## src/rtl/vga_timing_pkg.sv

```systemverilog
// Shared types and default 640x480@60 timing for the VGA window timing generator.
package vga_timing_pkg;

  // Phase of one raster axis
  typedef enum logic [1:0] {
    ST_ACTIVE = 2'd0,
    ST_FP     = 2'd1,
    ST_SYNC   = 2'd2,
    ST_BP     = 2'd3
  } axis_state_e;

  // Per-pixel control bits carried down the alignment pipeline
  typedef struct packed {
    logic hsync;
    logic vsync;
    logic de;
    logic inwin;
    logic fs;
  } pix_ctrl_t;

  localparam int DEF_H_ACTIVE = 640;
  localparam int DEF_H_FP     = 16;
  localparam int DEF_H_SYNC   = 96;
  localparam int DEF_H_BP     = 48;
  localparam int DEF_V_ACTIVE = 480;
  localparam int DEF_V_FP     = 10;
  localparam int DEF_V_SYNC   = 2;
  localparam int DEF_V_BP     = 33;

  // Full length of an axis (active + porches + sync)
  function automatic int total_len(input int active, input int fp, input int sync, input int bp);
    return active + fp + sync + bp;
  endfunction

endpackage

```

## src/rtl/vga_axis_counter.sv

```systemverilog
// One raster axis: position counter plus ACTIVE/FP/SYNC/BP phase machine.
// The counter and the phase machine both advance only when step is high.
module vga_axis_counter
  import vga_timing_pkg::*;
#(
  parameter int   ACTIVE = DEF_H_ACTIVE,
  parameter int   FP     = DEF_H_FP,
  parameter int   SYNC   = DEF_H_SYNC,
  parameter int   BP     = DEF_H_BP,
  parameter logic POL    = 1'b0,
  localparam int  TOTAL  = total_len(ACTIVE, FP, SYNC, BP),
  localparam int  W      = $clog2(TOTAL)
) (
  input  logic         Clock,
  input  logic         Reset,
  input  logic         step,
  output logic [W-1:0] count,
  output logic         wrap,
  output logic         active,
  output logic         sync
);

  localparam logic [W-1:0] LAST = W'(TOTAL - 1);

  if (ACTIVE < 1 || FP < 1 || SYNC < 1 || BP < 1) begin : g_len_check
    $error("vga_axis_counter: every phase needs a length of at least 1");
  end

  axis_state_e  state_r, state_n;
  logic [W-1:0] count_r, count_n;
  logic [W-1:0] seg_r, seg_n;
  logic [W-1:0] seg_last_s;

  // Terminal per-phase count for the current phase
  always_comb begin
    seg_last_s = W'(ACTIVE - 1);
    case (state_r)
      ST_ACTIVE: seg_last_s = W'(ACTIVE - 1);
      ST_FP:     seg_last_s = W'(FP - 1);
      ST_SYNC:   seg_last_s = W'(SYNC - 1);
      ST_BP:     seg_last_s = W'(BP - 1);
      default:   seg_last_s = W'(ACTIVE - 1);
    endcase
  end

  // Next position, next phase and next in-phase count
  always_comb begin
    state_n = state_r;
    seg_n   = seg_r;
    count_n = count_r;
    if (step) begin
      count_n = (count_r == LAST) ? '0 : count_r + 1'b1;
      if (seg_r == seg_last_s) begin
        seg_n = '0;
        case (state_r)
          ST_ACTIVE: state_n = ST_FP;
          ST_FP:     state_n = ST_SYNC;
          ST_SYNC:   state_n = ST_BP;
          ST_BP:     state_n = ST_ACTIVE;
          default:   state_n = ST_ACTIVE;
        endcase
      end else begin
        seg_n = seg_r + 1'b1;
      end
    end else begin
      count_n = count_r;
    end
  end

  // Axis state registers
  always_ff @(posedge Clock) begin
    if (Reset) begin
      state_r <= ST_ACTIVE;
      seg_r   <= '0;
      count_r <= '0;
    end else begin
      state_r <= state_n;
      seg_r   <= seg_n;
      count_r <= count_n;
    end
  end

  assign count  = count_r;
  assign wrap   = step && (count_r == LAST);
  assign active = (state_r == ST_ACTIVE);
  assign sync   = (state_r == ST_SYNC) ? POL : ~POL;

endmodule

```

## src/rtl/vga_window_timing_gen.sv

```systemverilog
// VGA raster timing generator with a windowed framebuffer fetch.
// Counters -> address stage -> (MEM_LATENCY) -> output stage; every pin lags
// the counters by MEM_LATENCY+2 clocks.
module vga_window_timing_gen
  import vga_timing_pkg::*;
#(
  parameter int   H_ACTIVE    = DEF_H_ACTIVE,
  parameter int   H_FP        = DEF_H_FP,
  parameter int   H_SYNC      = DEF_H_SYNC,
  parameter int   H_BP        = DEF_H_BP,
  parameter int   V_ACTIVE    = DEF_V_ACTIVE,
  parameter int   V_FP        = DEF_V_FP,
  parameter int   V_SYNC      = DEF_V_SYNC,
  parameter int   V_BP        = DEF_V_BP,
  parameter logic HS_POL      = 1'b0,
  parameter logic VS_POL      = 1'b0,
  parameter int   WIN_X       = 192,
  parameter int   WIN_Y       = 112,
  parameter int   WIN_W       = 256,
  parameter int   WIN_H       = 256,
  parameter int   ADDR_W      = 16,
  parameter int   COLOR_W     = 3,
  parameter int   MEM_LATENCY = 1
) (
  input  logic               Clock,
  input  logic               Reset,
  input  logic [COLOR_W-1:0] iBorderColor,
  input  logic [COLOR_W-1:0] iColor,
  output logic [ADDR_W-1:0]  oReadAddress,
  output logic               oRed,
  output logic               oGreen,
  output logic               oBlue,
  output logic               oHSync,
  output logic               oVSync,
  output logic               oDataEnable,
  output logic               oFrameStart
);

  localparam int H_TOTAL = total_len(H_ACTIVE, H_FP, H_SYNC, H_BP);
  localparam int V_TOTAL = total_len(V_ACTIVE, V_FP, V_SYNC, V_BP);
  localparam int HW      = $clog2(H_TOTAL);
  localparam int VW      = $clog2(V_TOTAL);
  localparam int STAGES  = MEM_LATENCY + 1;

  localparam pix_ctrl_t CTRL_IDLE = '{hsync: ~HS_POL, vsync: ~VS_POL,
                                      de: 1'b0, inwin: 1'b0, fs: 1'b0};

  if (WIN_X + WIN_W > H_ACTIVE || WIN_Y + WIN_H > V_ACTIVE) begin : g_win_check
    $error("vga_window_timing_gen: window exceeds the active area");
  end
  if ((64'd1 << ADDR_W) < 64'(WIN_W * WIN_H)) begin : g_addr_check
    $error("vga_window_timing_gen: ADDR_W too narrow for the window");
  end
  if (MEM_LATENCY < 0 || MEM_LATENCY > 4) begin : g_lat_check
    $error("vga_window_timing_gen: MEM_LATENCY must be 0..4");
  end
  if (COLOR_W < 3) begin : g_color_check
    $error("vga_window_timing_gen: COLOR_W must provide R, G and B bits");
  end

  logic [HW-1:0] h_count_s;
  logic [VW-1:0] v_count_s;
  logic          h_wrap_s, v_wrap_s;
  logic          h_active_s, v_active_s;
  logic          h_sync_s, v_sync_s;
  logic          frame_pend_r;
  logic          inwin_s;
  pix_ctrl_t     ctrl_s;
  pix_ctrl_t     chain_s [STAGES+1];
  pix_ctrl_t     dly_s;
  logic [COLOR_W-1:0] color_s;

  vga_axis_counter #(
    .ACTIVE(H_ACTIVE), .FP(H_FP), .SYNC(H_SYNC), .BP(H_BP), .POL(HS_POL)
  ) u_h_axis (
    .Clock(Clock), .Reset(Reset), .step(1'b1),
    .count(h_count_s), .wrap(h_wrap_s), .active(h_active_s), .sync(h_sync_s)
  );

  vga_axis_counter #(
    .ACTIVE(V_ACTIVE), .FP(V_FP), .SYNC(V_SYNC), .BP(V_BP), .POL(VS_POL)
  ) u_v_axis (
    .Clock(Clock), .Reset(Reset), .step(h_wrap_s),
    .count(v_count_s), .wrap(v_wrap_s), .active(v_active_s), .sync(v_sync_s)
  );

  // High while the counters sit on (0,0): set by reset and by the end-of-frame wrap
  always_ff @(posedge Clock) begin
    if (Reset) begin
      frame_pend_r <= 1'b1;
    end else begin
      frame_pend_r <= v_wrap_s;
    end
  end

  assign inwin_s = (int'(h_count_s) >= WIN_X) && (int'(h_count_s) < WIN_X + WIN_W) &&
                   (int'(v_count_s) >= WIN_Y) && (int'(v_count_s) < WIN_Y + WIN_H);

  assign ctrl_s = '{hsync: h_sync_s, vsync: v_sync_s, de: h_active_s && v_active_s,
                    inwin: inwin_s, fs: frame_pend_r};

  // Window-relative linear read address, zero outside the window
  always_ff @(posedge Clock) begin
    if (Reset) begin
      oReadAddress <= '0;
    end else if (inwin_s) begin
      oReadAddress <= ADDR_W'((int'(v_count_s) - WIN_Y) * WIN_W + (int'(h_count_s) - WIN_X));
    end else begin
      oReadAddress <= '0;
    end
  end

  assign chain_s[0] = ctrl_s;

  for (genvar g = 0; g < STAGES; g++) begin : g_stage
    pix_ctrl_t q_r;
    // Delay the control bits so they meet the memory data at the output stage
    always_ff @(posedge Clock) begin
      if (Reset) begin
        q_r <= CTRL_IDLE;
      end else begin
        q_r <= chain_s[g];
      end
    end
    assign chain_s[g+1] = q_r;
  end

  assign dly_s = chain_s[STAGES];

  // Pixel colour: memory inside the window, border elsewhere in the active area, black in blanking
  always_comb begin
    color_s = '0;
    if (dly_s.de && dly_s.inwin) begin
      color_s = iColor;
    end else if (dly_s.de) begin
      color_s = iBorderColor;
    end else begin
      color_s = '0;
    end
  end

  // Registered pin stage
  always_ff @(posedge Clock) begin
    if (Reset) begin
      oRed        <= 1'b0;
      oGreen      <= 1'b0;
      oBlue       <= 1'b0;
      oHSync      <= ~HS_POL;
      oVSync      <= ~VS_POL;
      oDataEnable <= 1'b0;
      oFrameStart <= 1'b0;
    end else begin
      oRed        <= color_s[COLOR_W-1];
      oGreen      <= color_s[COLOR_W-2];
      oBlue       <= color_s[COLOR_W-3];
      oHSync      <= dly_s.hsync;
      oVSync      <= dly_s.vsync;
      oDataEnable <= dly_s.de;
      oFrameStart <= dly_s.fs;
    end
  end

endmodule

```

## config.mk

```make
export PLATFORM = sky130hd
export DESIGN_NAME = vga_window_timing_gen
export DESIGN_NICKNAME = d
export VERILOG_FILES = /design/src/rtl/vga_timing_pkg.sv /design/src/rtl/vga_axis_counter.sv /design/src/rtl/vga_window_timing_gen.sv
export SDC_FILE = /design/constraint.sdc
export NUM_CORES = 1
export LEC_CHECK = 0
export ABC_AREA = 1
export BUFFER_PORTS_ARGS = -buffer_cell sky130_fd_sc_hd__buf_2
export CORE_UTILIZATION = 64
export DETAILED_ROUTE_END_ITERATION = 10
export PLACE_DENSITY = 0.95
export SYNTH_ARGS = -nofsm -noshare
export SYNTH_HDL_FRONTEND = slang
export SYNTH_SLANG_ARGS = --single-unit
```

## constraint.sdc

```tcl
create_clock -name Clock -period 3.4 [get_ports Clock]
set_input_delay 1.02 -clock Clock [delete_from_list [all_inputs] [get_ports Clock]]
set_output_delay 1.02 -clock Clock [all_outputs]
set_load 0.1 [all_outputs]
```

# [Word-level counts from Yosys, hierarchy flattened]
# Cells that the tools add are included.
[op_classes] eq_ne=10 bitwise_logic=1 n_shift=0 reduce_logical=12 muxes=10 addsub=7 n_mul=0 order_cmp=4 div_mod_pow=0
[op_table] op="$pmux W10 S4" count=2
[op_table] op="$add A10 B1 Y10 const B" count=4
[op_table] op="$eq A10 B10 Y1" count=2
[op_table] op="$eq A10 B10 Y1 const B" count=2
[op_table] op="$lt A10 B9 Y1 const B" count=2
[op_table] op="$mux W10" count=2
[op_table] op="$add A16 B11 Y16" count=1
[op_table] op="$pmux W2 S4" count=2
[op_table] op="$sub A10 B8 Y11 const B" count=1
[op_table] op="$ge A10 B7 Y1 const B" count=1
[op_table] op="$ge A10 B8 Y1 const B" count=1
[op_table] op="$eq A2 B2 Y1 const B" count=4
[op_table] op="$sub A8 B7 Y8 const B" count=1
[op_table] op="$logic_and A1 B1 Y1" count=6
[op_table] op="$mux W3" count=2
[op_table] op="$reduce_or A2 Y1" count=3
[op_table] op="$eq A2 B1 Y1 const B" count=2
[op_table] op="$logic_not A2 Y1" count=2
[op_table] op="$mux W1" count=2
[op_table] op="$reduce_and A2 Y1" count=1
[op_table] op="$not A1 Y1" count=1
[word_totals] latchBits=0 mem_bits_rw=0 memories=0 register_bits=78 word_cells=69 inputBits=8 rom_bits=0 output_inout_bits=23

# [Longest topological paths before layout]
[logic_depth] word_depth=6 ltp_mapped=13 depth_no_buf=13

# [Hierarchy]
# From an unflattened synthesis, not the netlist that was laid out.
[hier_totals] hier_cells=533 hier_area_um2=3872.5
[by_module_without_submodules] module="vga_window_timing_gen" area_each_um2=1457.6 cells_per_inst=188 seq_area_each_um2=680.7 instances=1
[by_module_without_submodules] module="vga_axis_counter (u_v_axis)" area_each_um2=1232.4 cells_per_inst=175 seq_area_each_um2=440.4 instances=1
[by_module_without_submodules] module="vga_axis_counter (u_h_axis)" area_each_um2=1182.4 cells_per_inst=170 seq_area_each_um2=440.4 instances=1

# [Worst setup path before layout]
# OpenSTA, ideal clock, no wires.
[synth_path] path_kind="reg2out" start="reg oBlue" end="out oBlue" path_slack_ns=1.471 stages_incl_launch_ff=1 arrival_ns=0.909 n_path_buf=0 required_time_ns=2.380 cell_sequence="dfxtp_1"
[synth_lines] item="start: declaration" line_no="vga_window_timing_gen.sv:32" rtl="output logic oBlue,"
[synth_lines] item="start signal: assignment" line_no="vga_window_timing_gen.sv:155" rtl="oBlue <= color_s[COLOR_W-3];"
# No word-level cell between the ends.

# [Final worst setup path]
[layout_path] start="reg u_h_axis.count_r[6] (netlist: u_h_axis.count[6])" end="reg oReadAddress[12]"
[layout_between] elab_chain_cells=6 elab_cells_between_ends=9 cone_classes="2 x add/sub; 2 x order compare; 1 x bitwise; 4 x reduce/logical"
[layout_lines] item="start: declaration" line_no="vga_axis_counter.sv:30" rtl="logic [W-1:0] count_r, count_n;"
[layout_lines] item="start signal: assignment" line_no="vga_axis_counter.sv:79" rtl="count_r <= count_n;"
[layout_lines] item="branches (longest 6 deep; another with $add A16 B11 Y16)"
[layout_lines] item="end signal: assignment" line_no="vga_window_timing_gen.sv:107" rtl="oReadAddress <= ADDR_W'((int'(v_count_s) - WIN_Y) * WIN_W + (int'(h_count_s) - WIN_X));"
[layout_lines] item="end: declaration" line_no="vga_window_timing_gen.sv:29" rtl="output logic [ADDR_W-1:0] oReadAddress,"
# Parallel ways; which one is timed is not known.
# A chain may end at the register's enable or synchronous reset.

==> impl.org <==
** Outcome
- Status :: finished, final reports clean

** Timing
- In this run the tightest slew margin relative to its limit is 55.3%.
- Setup total negative slack on the finished layout was measured at 0 ns.
- Skew final :: 0.0120 ns
- The number of hold violations in the final report is 0.
- Slew at the pin with the worst max-slew slack :: 0.666 ns
- Period minus WS final :: 2.34 ns
- Setup violations remaining at the end of the flow were counted as 0.
- Final period util :: 68.9%
- Maximum frequency from static timing analysis :: 0.427 GHz
- RSZ-0062 raised after global routing :: false
- Final max-slew violation count :: 0
- Minimum setup slack in the final design :: 1.06 ns
- Hold timing on the final database bottoms out at a slack of 0.405 ns.

** Critical path
- Cell Chain, Critical Path :: ha_1 -> inv_1 -> nand2_1 -> nand2_1 -> ha_1 -> fa_1 -> nand3_1 -> o21ai_0 -> nor2_1 -> nor2_1
- Type of the setup path with the least slack :: reg -> reg
- Count of cells along the worst register-to-register path :: 10
- Arr. time, crit path :: 2.59 ns
- Count of buffer and inverter cells on the critical path :: 1
- Delay contributed by the slowest stage of the critical path :: 0.48 ns
- Reg-to-reg critical path endpoint :: oReadAddress[12]
- Across all register-to-register paths, the minimum setup slack is 1.06 ns.
- Element type at the critical path end :: flip-flop
- For this design, the slowest cell found on the critical path is sky130_fd_sc_hd__dfxtp_1.
- WP data required :: 3.65 ns
- In this run the worst path has a maximum fanout of 7.
- RR Startpoint :: u_h_axis.count[6]
- Startpoint Class :: flip-flop
- On the critical path the largest part of the delay comes from adder cells.

** Cells and area
- At the end of the flow, the number of nets in the layout was 554.
- Area growth, synth to finish :: 10.9%
- Final core utilization :: 73.3%
- Commonest non-fill, non-tap cells in the layout :: sky130_fd_sc_hd__nand2_1, sky130_fd_sc_hd__dfxtp_1, sky130_fd_sc_hd__nor2_1
- Final instance area :: 4040 um2
- Layout cells sized above 1 :: 11.9%
- Leaving out filler cells and counting taps, the final layout contains 603.
- The number of antenna diodes in the final layout is 0.
- Most common cell after layout, fill and taps aside :: sky130_fd_sc_hd__nand2_1

** Placement
- Placed cell areas :: 3850 um2
- Input and output buffers added on the ports amount to 30.
- DP Worst Slack :: 1.20 ns
- Detailed placement ended at an HPWL of 5410 um.
- Routability congestion estimate :: 0.994
- Placed Cells incl. Taps :: 587

** Clock network
- In this run, post-CTS hold repair placed 0 buffers.
- Maximum root-to-sink buffer count :: 2
- Clock-pin slew on the worst setup and hold paths :: 0.09 ns
- For the worst-skew pair, the clock arrives at the later sink with an insertion delay of 0.35 ns.
- Buffers added to address setup during post-CTS repair amount to 0.
- Number of buffers created by CTS :: 9
- In this run, post-CTS repair resized a total of 0 instances.
- Clock tree synthesis selected as its root buffer the cell sky130_fd_sc_hd__clkbuf_8.
- Clock sink count :: 78
- Clock tree from TritonCTS :: done
- CTS H-tree depth :: 3

** Route
- In the routed design, unresolved DRC markers number 0.
- DR iter-0 viols :: 280
- In the routed layout, each cell is associated on average with a via count of 5.46.
- Wire length after detailed routing :: 7810 um
- Antenna viol nets, final :: 0
- The final route contains 3293 vias.
- Routed length per placed instance :: 13.0 um
- The first detailed-routing pass ran for 5 iterations.

** Pwr
- In this run switching power makes up 23.2% of total power.
- Internal power comes to 1.28 mW.
- Combinational share of power :: 2.9%
- In this run the power density over the cells is 411 nW/um2.
- In this run the static leakage power is 1.81 nW.
- The clock network accounts for 41.2% of the total power.
- Sw Pwr :: 385 uW
- Max IR drop VDD :: 0.209 mV
- The share of total power dissipated in sequential elements is 55.9%.
- Overall power consumption after layout is estimated at 1.66 mW.

** Die
- The floorplan step set the die height to 77.4 um.
- Width of the die :: 77.4 um
- Core ar. :: 5510 um2
- Top-Level Pins :: 31
- Initial Utilization :: 66.1%
- In this run the core area contains 27 standard-cell rows.
- Overall die area :: 6000 um2

** GRT
- The number of antenna violations at the first check in global routing was 0.
- Entering global routing, the biggest net connects 22 pins.
- The via count of the first global-routing pass was 3166.
- GRT overflow :: 0
- Global-route total usage across every layer :: 28.2%
- The first global-routing pass estimated 13500 um of wire.

** Logic synthesis
- Number of unique standard cell types used by synthesis :: 34
- Total nets after synthesis :: 519
- The mapped netlist covers 3640 um2.
- Post-synth EDFFs :: 0
- Flip-flop cell with the highest count after synthesis :: sky130_fd_sc_hd__dfxtp_1
- In the synthesized netlist the async set-or-reset flop fraction comes to 0%.
- Synthesis inferred 78 register bits.
- After technology mapping, the gate count stands at 491.
- Avg Synthesized Cell Area :: 7.42 um2
- Portion of the post-synthesis area used by sequential elements :: 42.9%
- Yosys printed 0 warnings.

** Worst hold path
- In this run the most critical hold path is launched from frame_pend_r.
- Hold path endpoint :: chain_s[5]
- Along the worst hold path, the cell count comes to 2.
- The path class of the tightest hold or removal check is reg -> reg.

** Flow run
- Number of max-cap violations :: 0
sequential cells by signal, summed over array words and instances (netlist names), 2 cells and up:
signal,cells
u_h_axis.state_r,2
u_h_axis.count,10
oReadAddress,16
u_v_axis.count,10
u_v_axis.seg_r,10
u_v_axis.state_r,2
chain_s,10
u_h_axis.seg_r,10
worst max path at each step:
stage                            from          endpoint  slack, ns  cells after the start
floorplan                       oBlue             oBlue       1.47                      0
global placement                Reset  oReadAddress[11]       1.24                      6
detailed placement              Reset   oReadAddress[1]       1.20                      6
CTS                 u_h_axis.count[6]  oReadAddress[12]       1.12                     11
global route        u_h_axis.count[6]  oReadAddress[12]       0.90                     11
finish              u_h_axis.count[6]  oReadAddress[12]       1.06                     10
worst reg2reg max path: cells and delay by family (launching register included):
kind / cells / cell delay (ns)
AND/OR/NAND/NOR: 5 / 0.59
AO/OA/AOI/OAI: 1 / 0.14
flip-flops: 1 / 0.48
adder cells (fa/ha/maj): 3 / 0.90
buffers and inverters: 1 / 0.14
power by group through the flow:
stage,Sequential [mW],Clock (mW),Combinational [mW]
3_3_place_gp,0.950,0,0.0467
6_report,0.929,0.684,0.0486
5_1_grt,0.930,0.731,0.0540
2_1_floorplan,0.961,0,0.0252
4_1_cts,0.929,0.687,0.0485
3_5_place_dp,0.950,0,0.0483
final cells by class:
cell class              instances  area, um2
multi-input cells             338       1790
inverters                      69        259
clock buffers                  11        131
flip-flops and latches         78       1560
repair buffers                 30        150
well taps                      72       90.1
clock inverters                 5       58.8
fillers                       378       1470
synthesized netlist by cell type, types with 2 or more instances:
cell type                  number  share of area (%)
sky130_fd_sc_hd__nor2_4         2               0.62
sky130_fd_sc_hd__a31o_2         2               0.48
sky130_fd_sc_hd__or2_2          9                1.5
sky130_fd_sc_hd__o21bai_1       3               0.62
sky130_fd_sc_hd__dfxtp_1       78                 43
sky130_fd_sc_hd__o22ai_1        2               0.34
sky130_fd_sc_hd__nand2_1       95                9.8
sky130_fd_sc_hd__nor2_1        76                7.8
sky130_fd_sc_hd__nor3_1        14                1.9
sky130_fd_sc_hd__o21ai_1        2               0.27
sky130_fd_sc_hd__a21oi_1       27                3.7
sky130_fd_sc_hd__o21ai_0       15                2.1
sky130_fd_sc_hd__clkbuf_1       2               0.21
sky130_fd_sc_hd__nor3b_1        3               0.62
sky130_fd_sc_hd__inv_2          2               0.21
sky130_fd_sc_hd__buf_2          3               0.41
sky130_fd_sc_hd__xnor2_1        2               0.48
sky130_fd_sc_hd__nand4_1       12                2.1
sky130_fd_sc_hd__inv_1         67                6.9
sky130_fd_sc_hd__ha_1          19                6.5
sky130_fd_sc_hd__xor2_1        10                2.4
sky130_fd_sc_hd__nand3_1       34                4.7
routing by layer:
metal	vias to the layer above	share of wire, %	global-route usage, %
li1	1641	-	-
met1	1489	42	33.2
met2	135	49	48.6
met3	28	5.6	4.47
met4	0	3.0	15.7
met5	-	0	0
kinds of logic after synthesis:
kind of cell | Yosys count | synth area share (%)
and+or+nand+nor | 250 | 30.5
AOI/OAI and AO/OA | 56 | 8.62
xor gates and xnor gates | 12 | 2.89
buffers and inverters | 75 | 8.04
adders and majority gates | 20 | 7.08
DFF | 78 | 42.9
Power figures use the tool's default switching activity.
